[src/rtl/kmeans_pkg.sv]
// Shared types, defaults and the cold-seed x table for the k_means frame sequencer.
package kmeans_pkg;

    localparam int WIDTH_DEF  = 320;
    localparam int HEIGHT_DEF = 180;
    localparam int MAX_BALLS  = 7;
    localparam int XW         = 9;
    localparam int YW         = 8;
    localparam int NB_W       = 3;

    typedef enum logic [2:0] {
        IDLE,
        SEED,
        STORE,
        KICK,
        RUN
    } seq_state_t;

    typedef logic [MAX_BALLS-1:0][XW-1:0] xvec_t;
    typedef logic [MAX_BALLS-1:0][YW-1:0] yvec_t;
    typedef xvec_t [MAX_BALLS:0]          seed_lut_t;

    // Row n holds x = (2i+1)*width/(2n) for i < n; row 0 and entries i >= n stay 0.
    function automatic seed_lut_t build_seed_lut(input int width);
        seed_lut_t lut;
        lut = '0;
        for (int n = 1; n <= MAX_BALLS; n++) begin
            for (int i = 0; i < n; i++) begin
                lut[n][i] = XW'(((2 * i + 1) * width) / (2 * n));
            end
        end
        return lut;
    endfunction

    localparam seed_lut_t SEED_X_LUT = build_seed_lut(WIDTH_DEF);

endpackage

[src/rtl/kmeans_seed_rom.sv]
// Cold-seed x lookup: active centroid count n -> evenly spaced x positions across the mask.
module kmeans_seed_rom
    import kmeans_pkg::*;
#(
    parameter int WIDTH = WIDTH_DEF
) (
    input  logic [NB_W-1:0] n_i,
    output xvec_t           cold_x_o
);

    localparam seed_lut_t LUT = build_seed_lut(WIDTH);

    always_comb begin
        cold_x_o = LUT[n_i];
    end

endmodule

[src/rtl/kmeans_frame_sequencer.sv]
// Per-frame sequencer for the k_means centroid engine: seed, fill, kick, collect, warm-start.
// Optional RUN-state watchdog is compiled in with `define KMEANS_WATCHDOG_EN.
module kmeans_frame_sequencer
    import kmeans_pkg::*;
#(
    parameter int WIDTH          = WIDTH_DEF,
    parameter int HEIGHT         = HEIGHT_DEF,
    parameter int TIMEOUT_CYCLES = 131072,
    parameter int DROP_W         = 8
) (
    input  logic              clk_in,
    input  logic              rst_in,
    input  logic              enable_in,
    input  logic [NB_W-1:0]   num_balls_in,
    input  logic              frame_start_in,
    input  logic              frame_done_in,
    input  logic              km_valid_in,
    input  xvec_t             km_x_in,
    input  yvec_t             km_y_in,
    output logic              km_rst_out,
    output logic              km_new_frame_out,
    output xvec_t             seed_x_out,
    output yvec_t             seed_y_out,
    output xvec_t             centroids_x_out,
    output yvec_t             centroids_y_out,
    output logic              centroids_valid_out,
    output logic              busy_out,
    output logic [DROP_W-1:0] dropped_out,
    output logic              timeout_out
);

    localparam logic [YW-1:0] SEED_Y = YW'(HEIGHT / 2);

    seq_state_t        state_q, state_d;
    logic [NB_W-1:0]   nb_q, n_eff;
    logic              cold_q, cold_seed, load_seed, drop_evt, result_evt;
    xvec_t             seed_x_q, seed_x_d, cent_x_q, cold_x;
    yvec_t             seed_y_q, seed_y_d, cent_y_q;
    logic              cvalid_q, timeout_q, wd_expire;
    logic [DROP_W-1:0] dropped_q;
    logic [16:0]       wd_limit;

    kmeans_seed_rom #(
        .WIDTH (WIDTH)
    ) u_seed_rom (
        .n_i      (n_eff),
        .cold_x_o (cold_x)
    );

    assign n_eff      = (num_balls_in == '0) ? NB_W'(1) : num_balls_in;
    assign cold_seed  = cold_q | (n_eff != nb_q);
    assign load_seed  = (state_d == SEED) && (state_q != SEED);
    assign drop_evt   = frame_start_in && ((state_q == KICK) || (state_q == RUN));
    assign result_evt = (state_q == RUN) && km_valid_in;
    assign wd_limit   = 17'(TIMEOUT_CYCLES - 1);

`ifdef KMEANS_WATCHDOG_EN
    logic [16:0] wd_cnt_q;

    // Held at zero outside RUN so every RUN entry starts a fresh count.
    always_ff @(posedge clk_in) begin
        if (rst_in || (state_q != RUN)) begin
            wd_cnt_q <= '0;
        end else begin
            wd_cnt_q <= wd_cnt_q + 17'd1;
        end
    end

    assign wd_expire = (state_q == RUN) && !km_valid_in && (wd_cnt_q == wd_limit);
`else
    logic unused_wd_limit;
    assign unused_wd_limit = ^wd_limit;
    assign wd_expire       = 1'b0;
`endif

    always_ff @(posedge clk_in) begin
        if (rst_in) begin
            state_q <= IDLE;
        end else begin
            state_q <= state_d;
        end
    end

    always_comb begin
        state_d = state_q;
        unique case (state_q)
            IDLE:    if (frame_start_in && enable_in) state_d = SEED;
            SEED:    state_d = STORE;
            STORE: begin
                if (frame_start_in) begin
                    state_d = SEED;
                end else if (frame_done_in) begin
                    state_d = KICK;
                end
            end
            KICK:    state_d = RUN;
            RUN:     if (km_valid_in || wd_expire) state_d = IDLE;
            default: state_d = IDLE;
        endcase
    end

    always_comb begin
        km_rst_out       = rst_in | (state_q == SEED) | timeout_q;
        km_new_frame_out = (state_q == KICK);
        busy_out         = (state_q != IDLE);
    end

    // Warm seeds reuse the last result; unused centroid slots are always zeroed.
    always_comb begin
        seed_x_d = '0;
        seed_y_d = '0;
        for (int i = 0; i < MAX_BALLS; i++) begin
            if (i < int'(n_eff)) begin
                seed_x_d[i] = cold_seed ? cold_x[i] : cent_x_q[i];
                seed_y_d[i] = cold_seed ? SEED_Y    : cent_y_q[i];
            end
        end
    end

    always_ff @(posedge clk_in) begin
        if (rst_in) begin
            nb_q      <= '0;
            cold_q    <= 1'b1;
            seed_x_q  <= '0;
            seed_y_q  <= '0;
            cent_x_q  <= '0;
            cent_y_q  <= '0;
            cvalid_q  <= 1'b0;
            timeout_q <= 1'b0;
            dropped_q <= '0;
        end else begin
            if (load_seed) begin
                seed_x_q <= seed_x_d;
                seed_y_q <= seed_y_d;
                nb_q     <= n_eff;
            end
            if (state_q == SEED) begin
                cold_q <= 1'b0;
            end else if (wd_expire) begin
                cold_q <= 1'b1;
            end
            if (result_evt) begin
                cent_x_q <= km_x_in;
                cent_y_q <= km_y_in;
            end
            cvalid_q  <= result_evt;
            timeout_q <= wd_expire;
            if (drop_evt && (dropped_q != '1)) begin
                dropped_q <= dropped_q + 1'b1;
            end
        end
    end

    assign seed_x_out          = seed_x_q;
    assign seed_y_out          = seed_y_q;
    assign centroids_x_out     = cent_x_q;
    assign centroids_y_out     = cent_y_q;
    assign centroids_valid_out = cvalid_q;
    assign dropped_out         = dropped_q;
    assign timeout_out         = timeout_q;

endmodule

[config.mk]
export PLATFORM = sky130hd
export DESIGN_NAME = kmeans_frame_sequencer
export DESIGN_NICKNAME = d
export VERILOG_FILES = /design/src/rtl/kmeans_pkg.sv /design/src/rtl/kmeans_seed_rom.sv /design/src/rtl/kmeans_frame_sequencer.sv
export SDC_FILE = /design/constraint.sdc
export NUM_CORES = 1
export LEC_CHECK = 0
export BUFFER_PORTS_ARGS = -buffer_cell sky130_fd_sc_hd__buf_2
export CORE_MARGIN = 5
export CORE_UTILIZATION = 51
export CTS_BUF_LIST = sky130_fd_sc_hd__clkbuf_8
export CTS_CLUSTER_DIAMETER = 50
export CTS_CLUSTER_SIZE = 16
export DETAILED_ROUTE_END_ITERATION = 8
export GPL_TIMING_DRIVEN = 0
export MAX_ROUTING_LAYER = met4
export PLACE_DENSITY = 0.92
export SETUP_SLACK_MARGIN = 0.4
export SYNTH_ARGS = -nofsm -noshare
export SYNTH_HDL_FRONTEND = slang
export SYNTH_SLANG_ARGS = --single-unit
[constraint.sdc]
create_clock -name clk_in -period 2.21 [get_ports clk_in]
set_input_delay 0.442 -clock clk_in [delete_from_list [all_inputs] [get_ports clk_in]]
set_output_delay 0.442 -clock clk_in [all_outputs]
set_load 0.005 [all_outputs]
Word-level counts from Yosys, hierarchy flattened
Memory sizes are Yosys's and may differ from the RTL's.
Cells that the tools add are included.
{"block": "totals", "register_bits": 254, "latch_bits": 0, "ramBits": 0, "romBits": 504, "inputBits": 128, "output_inout_bits": 251, "wordCells": 97, "mem_count": 1}
{"name": "(name not given)", "depth": 8, "word_bits": 63, "rd": 1, "rd_ports_with_merged_regs": 0, "wr": 0, "line": "kmeans_seed_rom.sv:14", "rtl": "cold_x_o = LUT[n_i];"}
{"block": "op_classes", "n_addsub": 1, "multipliers": 0, "n_div": 0, "magnitude_cmp": 8, "n_eq_ne": 8, "shift": 0, "mux": 35, "bitwise_logic": 2, "reduce_logical": 9}
{"op": "$mux W9", "count": 14}
{"op": "$mux W8", "count": 14}
{"op": "$mux W63", "count": 1}
{"op": "$mux W3", "count": 5}
{"op": "$pmux W3 S5", "count": 1}
{"op": "$lt A3 B3 Y1 const A", "count": 3}
{"op": "$add A8 B1 Y8 const B", "count": 1}
{"op": "$ne A8 B8 Y1 const B", "count": 1}
{"op": "$eq A3 B1 Y1 const B", "count": 2}
{"op": "$eq A3 B2 Y1 const B", "count": 2}
{"op": "$logic_not A3 Y1", "count": 2}
{"op": "$lt A1 B3 Y1 const A", "count": 2}
{"op": "$lt A2 B3 Y1 const A", "count": 2}
{"op": "$logic_and A1 B1 Y1", "count": 5}
{"op": "$lt A3 B4 Y1 const B", "count": 1}
{"op": "$eq A3 B3 Y1 const B", "count": 1}
{"op": "$ne A3 B1 Y1 const B", "count": 1}
{"op": "$ne A3 B3 Y1", "count": 1}
{"op": "$reduce_bool A3 Y1", "count": 1}
{"op": "$or A1 B1 Y1", "count": 2}
{"op": "$logic_or A1 B1 Y1", "count": 1}

Logic depth before layout (Yosys ltp)
Gate-level depths: netlist of the first run.
{"block": "logic_depth", "ltp_word": 6, "depth_mapped": 8, "ltp_nobuf": 5}

Cells and area by module
Synthesis of the first run repeated with hierarchy kept, for this count alone.
{"block": "hier_totals", "cells_unflattened": 1300, "hier_area_um2": 10367.4}
{"mod": "kmeans_frame_sequencer", "instances": 1, "cells_each": 1226, "area_per_inst_um2": 9828.2, "seq_area_each_um2": 5084.9}
{"mod": "kmeans_seed_rom", "instances": 1, "cells_each": 74, "area_per_inst_um2": 539.3, "seq_area_each_um2": 0.0}

Worst setup path after synthesis of the first run
Ideal clock, no wire load.
{"block": "synth_path", "kind": "input to register", "start": "input num_balls_in[2]", "end": "register seed_x_q (netlist bit seed_x_out[14])", "setup_time_ns": 0.117, "arrival_time_ns": 1.921, "t_required_ns": 2.093, "setup_slack_ns": 0.171, "stages": 7, "path_buffers": 3, "cell_sequence": "buf_2 -> xor2_1 -> or3_1 -> buf_6 -> buf_6 -> or3_1 -> a32o_1"}
{"block": "synth_between", "elab_chain_cells": 6, "word_cells_on_any_way": 9, "classes_between": "order compare: 1; eq/ne: 1; mux: 4; bitwise: 1; reduce/logical: 1; memory: 1"}
{"element": "start: declaration", "line": "kmeans_frame_sequencer.sv:14", "rtl": "input logic [NB_W-1:0] num_balls_in,"}
{"element": "$logic_not A3 Y1", "line": "kmeans_frame_sequencer.sv:50", "rtl": "assign n_eff = (num_balls_in == '0) ? NB_W'(1) : num_balls_in;"}
{"element": "$mux W3 (*)", "line": "kmeans_frame_sequencer.sv:50"}
{"element": "$mem_v2 Z8 W63 or $ne A3 B3 Y1 (tied branches)"}
{"element": "$mux W63 (implied by the code) or $or A1 B1 Y1 (tied branches)", "line": "kmeans_seed_rom.sv:14, kmeans_frame_sequencer.sv:51"}
{"element": "$mux W9", "line": "kmeans_frame_sequencer.sv:114", "rtl": "seed_x_d[i] = cold_seed ? cold_x[i] : cent_x_q[i];"}
{"element": "$mux W9 (*)", "line": "kmeans_frame_sequencer.sv:113", "rtl": "if (i < int'(n_eff)) begin"}
{"element": "end signal: assignment", "line": "kmeans_frame_sequencer.sv:124", "rtl": "seed_x_q <= '0;"}
{"element": "end signal: assignment", "line": "kmeans_frame_sequencer.sv:133", "rtl": "seed_x_q <= seed_x_d;"}
{"element": "end: declaration", "line": "kmeans_frame_sequencer.sv:37", "rtl": "xvec_t seed_x_q, seed_x_d, cent_x_q, cold_x;"}
Every way passes the cells marked *; elsewhere a longest branch is shown, timed or not. The select of a mux whose other input is x is not followed.
A chain may end at the register's enable or synchronous reset.

Worst setup path in the final report of the first run
{"block": "layout_path", "start": "input rst_in", "end": "output km_rst_out"}
{"block": "layout_between", "elab_chain_cells": 1}
{"element": "start: declaration", "line": "kmeans_frame_sequencer.sv:12", "rtl": "input logic rst_in,"}
{"element": "$or A1 B1 Y1", "line": "kmeans_frame_sequencer.sv:103", "rtl": "km_rst_out = rst_in | (state_q == SEED) | timeout_q;"}
{"element": "end: declaration", "line": "kmeans_frame_sequencer.sv:20", "rtl": "output logic km_rst_out,"}
Every way passes these cells.

==> results of run 1 <==
==> where the power goes <==
group          total, mW  switching [mW]  internal [mW]  leakage [nW]
combinational       1.06           0.664          0.392          3.61
clock               3.43            1.90           1.52         0.290
sequential          4.69          0.0441           4.64          2.05
==> layer usage <==
metal / global-route usage (%) / up-vias
met2: 58.9 / 906
met4: 14.8 / 0
met1: 43.1 / 5353
met3: 8.41 / 199
li1: - / 5077
met5: - / -
==> cells in the final DEF, fill, tap and decap left out, types with 14 or more instances in the layout <==
master    count
nand4_1      22
clkbuf_2     30
buf_6        20
nor2_1       32
a21oi_1     137
a32o_1       19
clkbuf_4     15
o21ai_0      25
buf_2       376
o211ai_1     15
clkbuf_8     31
buf_4        30
clkbuf_1     27
or3_1        17
o21ai_2      14
nor3_2       14
nand2_1     334
dfxtp_1     249
nand3_1      36
==> worst reg2reg max path, stage by stage (launching register included) <==
cell      delay [ns]
dfxtp_4         0.37
xor2_4          0.15
or3_4           0.40
buf_12          0.17
buf_12          0.13
buf_16          0.12
o211ai_1        0.21
buf_4           0.18
a32o_1          0.16
==> stage by stage <==
stage	cells	util (%)	power, mW	hold WS, ns
final	1932	74.9	9.17	0.0950
after detailed placement	1845	64.1	5.57	0.436
after CTS	1915	70.9	8.98	0.0849
after floorplan	1210	-	5.17	0.448
after global routing	1932	74.9	9.41	0.0831
after global placement	1845	64.1	5.56	0.430
==> logic make-up after synthesis <==
kind of cell             count (synthesis)  share of synthesized area [%]
adder cells (fa/ha/maj)                  1                          0.128
buffers and inverters                  119                           4.96
XOR/XNOR                                 6                          0.613
flip-flops                             254                           51.9
AND/OR/NAND/NOR                        535                           24.2
AO/OA/AOI/OAI                          291                           17.9
multiplexers                             3                          0.319
other                                    1                         0.0382
==> flip-flops by register name, indices dropped and copies added, names as in the netlist <==
name and flops:
centroids_valid_out 1, seed_y_out 56, centroids_y_out 56, seed_x_out 63, nb_q 3, state_q 3, centroids_x_out 63, dropped_out 8
cold_q 1
==> how the worst min path moves through the flow <==
| stage | start | endpoint | slack, ns | cells after the start |
|---|---|---|---|---|
| CTS | km_y_in[0] | centroids_y_out[0] | 0.08 | 3 |
| global route | km_y_in[6] | centroids_y_out[6] | 0.08 | 3 |
| global placement | seed_x_out[59] | seed_x_out[59] | 0.43 | 2 |
| detailed placement | seed_x_out[13] | seed_x_out[13] | 0.44 | 2 |
| finish | km_y_in[6] | centroids_y_out[6] | 0.1 | 3 |
| floorplan | seed_x_out[10] | seed_x_out[10] | 0.45 | 2 |
==> cell type report <==
class / count / area (µm²) / share of cell area, %
repair buffers: 415 / 2370 / 16.8
diodes: 1 / 2.50 / 0.0177
multi-input cells: 837 / 4830 / 34.2
clock buffers: 28 / 385 / 2.73
flip-flops and latches: 254 / 5090 / 36.1
inverters: 8 / 30.0 / 0.213
plain buffers: 111 / 850 / 6.03
well taps: 260 / 325 / 2.31
clock inverters: 18 / 220 / 1.56
==> timing repair <==
item                       CTS  global route
cloned                       5             2
setup endpoints to repair  240           225
setup buffers               19            14
hold buffers                 0             0
resized for setup          135           191
pin swaps                   45            57
==> flow_results.org, run 1 <==
** Synthesis
- Synth top cells by count :: nand2_1, dfxtp_1, a21oi_1
- Post-synthesis cell area :: 0.00980 mm²
- Seq cells post-synth :: 254
- Among all flip-flop cells after synthesis, the most frequent one is dfxtp_1.
- Synthesized Nets :: 1339
- The synthesized netlist contains 54 unique library cells.
- After synthesis, flip-flops and latches occupy 51.9% of the total area.
- Syn. warnings :: 0
- Mapped Cells :: 1210
- Yosys top cell by area :: dfxtp_1
- Share of the synthesized area in the top cell type :: 51.9%
- In the post-synthesis netlist, the biggest area contributors are dfxtp_1, nand2_1, a21oi_1.
- Most frequent cell after synthesis :: nand2_1
- Syn_area_per_cell :: ~8.1 µm²
- In the synthesized netlist the async set-or-reset flop fraction comes to 0%.
- Number of enable flip-flop cells after synthesis :: 0

** Timing
- The number of max-slew violations in the final report is 0.
- Crit path setup slack, layout :: around 0.21 ns
- Setup repair after global routing could not meet its margin everywhere.
- Setup violations remaining at the end of the flow were counted as 0.
- Between clock sinks in the finished design, the worst skew comes to 0.0276 ns.
- The worst path in the final design needs a cycle of ~2 ns, including I/O delays and setup.
- Maximum operating frequency :: between 500 and 600 MHz
- Total negative slack for setup checks :: 0 ns
- The final-report hold violation count was 0.
- Relative slew slack :: between 40% and 50%
- The worst path uses 90.4% of the clock period.
- At the pin with the least slew margin, the transition time is 0.853 ns.

** Route
- For this run, design rule violations remaining after detail routing come to 0.
- Summed over all nets, wire length on met2 after detailed routing comes to 20.1 mm.
- In the final routed layout, each cell accounts on average for 22.1 µm.
- After detailed routing, the number of vias per cell comes to ~6.0.
- Routed via count :: 11500
- Top routing layer used :: met4
- Final wirelength :: 42.7 mm
- Final ANT Viol Nets :: 0
- For this block, the initial DRC count from the detailed router was 1187.
- In the detailed route, the total length drawn on met3 is 5.16 mm.
- Met1 routed wirelength after detailed routing :: 15.2 mm
- 1st-pass router iterations :: 8

** Clocking
- TritonCTS built the clock tree.
- Clock transition at path regs :: 0.10 ns
- In this run the number of H-tree levels came out at 1.
- Clock tree sinks :: 254
- Inserted Clock Buffers :: 27
- Clock latency on the worst-skew pair, taken at its later pin, is 0.58 ns.
- Deepest clock path buffer count :: 3
- In this run the clock root is driven by a clkbuf_8.

** Job
- Max-cap violations in this run came to 0.

** Finish
- Number of filler cells placed in the layout :: about 1400
- For this run, the post-layout net count is 1783.
- After routing the design area is about 0.014 mm².
- In the final layout, the share of cells above drive strength 1 is 39.3%.
- Area growth, synth to finish :: 43.8%

** Worst setup path
- STA classifies the critical path startpoint as a primary input.
- The endpoint identified for the worst register-to-register timing path is seed_x_out[25].
- Buf/Inv on CP :: 4
- On the worst path, the slowest cell contributes a delay of around 0.32 ns.
- Setup crit start :: rst_in
- Path depth of the worst reg2reg path :: 8
- Chain of cells forming the critical path :: buf_2, clkbuf_4, buf_2, or2_4, buf_6
- In this run the register-to-register setup slack is 0.27 ns.
- Critical path's top delay family :: buffers and inverters
- Worst setup path endpoint :: km_rst_out
- Path type of the worst setup path :: primary input to primary output
- On the critical path, the stage with the largest delay is an instance of clkbuf_4.
- CP max FO :: 10
- The most numerous cell type found on the critical path is buf_2.
- Element type at the critical path end :: primary output
- In this run the critical register-to-register path is launched from nb_q[2].
- Arrival time reported for the critical path endpoint :: 1.56 ns
- Required time at the worst-slack endpoint :: 1.77 ns
- Number of logic stages on the critical path including buffering :: 5

** Place
- Port buffering added 375 buffers.
- Gpl congestion :: ~1
- Once detailed placement completed, the half-perimeter wirelength came to 29.9 mm.
- Minimum setup slack after placement :: -0.646 ns
- After detailed placement, the total cell area comes to 0.0121 mm².

** Hold path
- Class of the tightest hold or removal check :: primary input to flop

** Die
- Die outline height :: 149 µm
- Boundary pin count :: around 380
- The initial utilization of the core area, before any placement, comes to 52.1%.
- The initialized floorplan defines 50 standard-cell rows.
- In this run the horizontal extent of the chip is 149 µm.
- Area of the die :: 0.0221 mm²
- Core ar. :: approximately 0.019 mm²

** GRT
- First-pass GRT wire length :: about 61 mm
- In the global route stage, overall resource usage came out at 36.1%.
- The total overflow left after global routing is 0.
- Number of global-route vias before repair :: 10700
- Initial antenna violation count :: 1
- Entering global routing, the biggest net connects 17 pins.

** Power and ir drop
- Pwr/cell area :: 650 mW/mm²
- Static leakage power :: 5.95 nW
- Across the VDD grid, the largest voltage drop is 0.547 mV.

** Outcome
- Status :: finished clean
No activity file was read; power rests on OpenSTA's default activity.
==> inputs of run 2 (changes only) <==
--- a/config.mk
+++ b/config.mk
@@ -14,7 +14,7 @@
 export DETAILED_ROUTE_END_ITERATION = 8
 export GPL_TIMING_DRIVEN = 0
 export MAX_ROUTING_LAYER = met4
-export PLACE_DENSITY = 0.92
+export PLACE_DENSITY = 0.94
 export SETUP_SLACK_MARGIN = 0.4
 export SYNTH_ARGS = -nofsm -noshare
 export SYNTH_HDL_FRONTEND = slang
==> flow_results.org, run 2 (same netlist as run 1, synthesis figures left out) <==
** GRT
- The largest net degree at the start of global routing was 17 (unchanged).
- Number of global-route vias before repair :: 11000 (was 10700)
- First-pass GRT wire length :: 62.1 mm (was 60.8 mm)
- The number of antenna violations at the first check in global routing was 1 (unchanged).
- The overall fraction of global-route tracks in use came to 36.8% (was 36.1%).
- The residual overflow from global routing was 0 (unchanged).

** Timing
- The highest clock rate was 505 MHz (was 500 MHz).
- Clk_skew :: 0.0299 ns (was 0.0276 ns)
- The final worst-path cycle share was 89.6% (was 90.4%).
- The worst relative slew slack was 43.7% (was 43.2%).
- The number of max-slew violations in the final report came to 0 (unchanged).
- Hold violation count in the final report :: 0 (unchanged)
- RSZ-0062 raised after global routing: true (unchanged).
- Setup-violating endpoint count in the final report :: 0 (unchanged)
- Final critical path time including I/O delays and setup :: 1.98 ns (was 2.00 ns)
- Worst hold slack across all endpoints :: 0.0958 ns (was 0.0950 ns)
- Measured slew at the worst slew-check pin :: 0.845 ns (was 0.853 ns)

** Route
- The average vias per placed instance is 5.97 (about the same).
- The detailed-route DRC error count is 0 (unchanged).
- The routed wire length per instance came to 22.2 µm (was 22.1 µm).
- The overall routed net length was 43.0 mm (was 42.7 mm).
- 1st-pass router iterations :: 7 (was 8)
- DRC violation total after the first TritonRoute iteration :: 1168 (was 1187)
- The count of nets left with antenna violations after detail routing is 0 (unchanged).
- The number of vias after detailed routing is 11600 (was 11500).

** Outcome
- Status :: finished clean (unchanged)

** Place
- Gpl congestion :: 0.990 (was 1.01)
- The total placed instance area is 0.0121 mm² (unchanged).
- HPWL Detailed :: 30.4 mm (was 29.9 mm)
- Buffers on Ports :: 375 (unchanged)

** Finish
- The fill cell total of the finished layout was 1315 (was 1350).
- The area growth from synthesis to layout was 44.0% (was 43.8%).
- The share of post-route cells with drive strength above 1 is 38.1% (was 39.3%).
- Number of nets in the finished design :: 1789 (was 1783)
- The most common cell after layout, fill and taps aside was buf_2 (unchanged).
- Post-route design area :: 0.0141 mm² (about the same)
- Commonest cells after routing, fill and taps aside :: buf_2, nand2_1, dfxtp_1 (unchanged)
- Final cell utilization of the core :: 75.0% (was 74.9%)

** Worst setup path
- The type of origin of the critical path was a primary input (unchanged).
- Element type at the critical path end :: primary output (unchanged)
- The largest fanout on the critical path came to 10 (unchanged).
- Path type of the worst setup path :: primary input to primary output (unchanged)
- Required time at the worst-slack endpoint :: 1.77 ns (about the same)
- The arrival time of data at the critical path endpoint is 1.54 ns (was 1.56 ns).

** Hold path
- Class of the tightest hold or removal check :: primary input to flop (unchanged)

** Die
- Starting density of the core :: 52.1% (unchanged)
- Core ar. :: 0.0188 mm² (unchanged)
- Horizontal die dimension :: 149 µm (unchanged)
- The vertical die dimension came to 149 µm (unchanged).
- Area of the die :: 0.0221 mm² (unchanged)
- Number of placement rows :: 50 (unchanged)
- The number of top-level pins is 379 (unchanged).

** Power and ir drop
- Pwr Total :: 9.30 mW (was 9.17 mW)
- Highest ir drop seen on vdd :: 0.537 mV (was 0.547 mV)
- Static leakage power :: 5.97 nW (was 5.95 nW)
- Pwr/cell area :: 659 mW/mm² (was 650 mW/mm²)

** Job
- Maximum capacitance violations :: 0 (unchanged)

** Clocking
- The number of sinks handled by clock tree synthesis came to 254 (unchanged).
- The number of CTS-inserted buffers was 27 (unchanged).
- The clock root buffer master was clkbuf_8 (unchanged).
- The TritonCTS clock tree is yes (unchanged).
- The level count of the clock H-tree is 1 (unchanged).
- The clock-pin slew on the worst setup and hold paths is 0.10 ns (about the same).
- Latest clock arrival within the worst-skew pair :: 0.57 ns (was 0.58 ns)
- Deepest clock path buffer count :: 3 (unchanged)
run 2: final timing paths:
| kind | startpoint | to | slack [ns] | cells after the start |
|---|---|---|---|---|
| max | rst_in | km_rst_out | 0.23 | 5 |
| min | km_y_in[43] | centroids_y_out[43] | 0.1 | 3 |
| max reg2reg | nb_q[2] | seed_y_out[46] | 0.26 | 9 |
| min reg2reg | seed_x_out[21] | seed_x_out[21] | 0.45 | 2 |
run 2: what timing repair did:
| item | in CTS | in global routing |
|---|---|---|
| gates resized for setup | 157 | 157 |
| buffers inserted | 23 | 15 |
| setup endpoints to repair | 241 | 232 |
| pin swaps | 33 | 75 |
| gates cloned | 8 | 0 |
| hold buffers | 0 | 0 |
run 2: area by class of cell:
cell class	instances	area, µm²	share of cell area (%)
diodes	1	2.50	0.0177
plain buffers	111	801	5.67
clock buffers	29	399	2.83
clock inverters	18	248	1.75
inverters	8	30.0	0.213
multi-input cells	837	4800	34.0
flip-flops and latches	254	5090	36.1
well taps	260	325	2.30
repair buffers	421	2420	17.1
run 2: through the flow:
stage          TNS (ns)  setup slack [ns]  instances
2_1_floorplan         0             0.186       1210
3_3_place_gp     -56.46            -0.567       1845
3_5_place_dp     -61.66            -0.604       1845
4_1_cts               0             0.205       1923
5_1_grt               0             0.194       1939
6_report              0             0.230       1939
run 2: power breakdown:
part | switching (mW) | leakage, nW | internal [mW] | total (mW)
logic | 0.679 | 3.59 | 0.391 | 1.07
clock network | 1.88 | 0.318 | 1.67 | 3.55
registers | 0.0421 | 2.05 | 4.64 | 4.69
run 2: layer usage:
layer  vias to the layer above  GRT usage (%)  routed length (µm)
met5                         -              -                   0
met1                      5503           44.6               15800
li1                       5101              -                   -
met2                       819           60.2               20600
met3                       149           7.68                4830
met4                         0           15.0                1790
run 2: critical path, cell delays in order:
cell and delay (ns):
buf_2 0.25, buf_4 0.29, buf_2 0.29, or2_4 0.17, buf_6 0.09
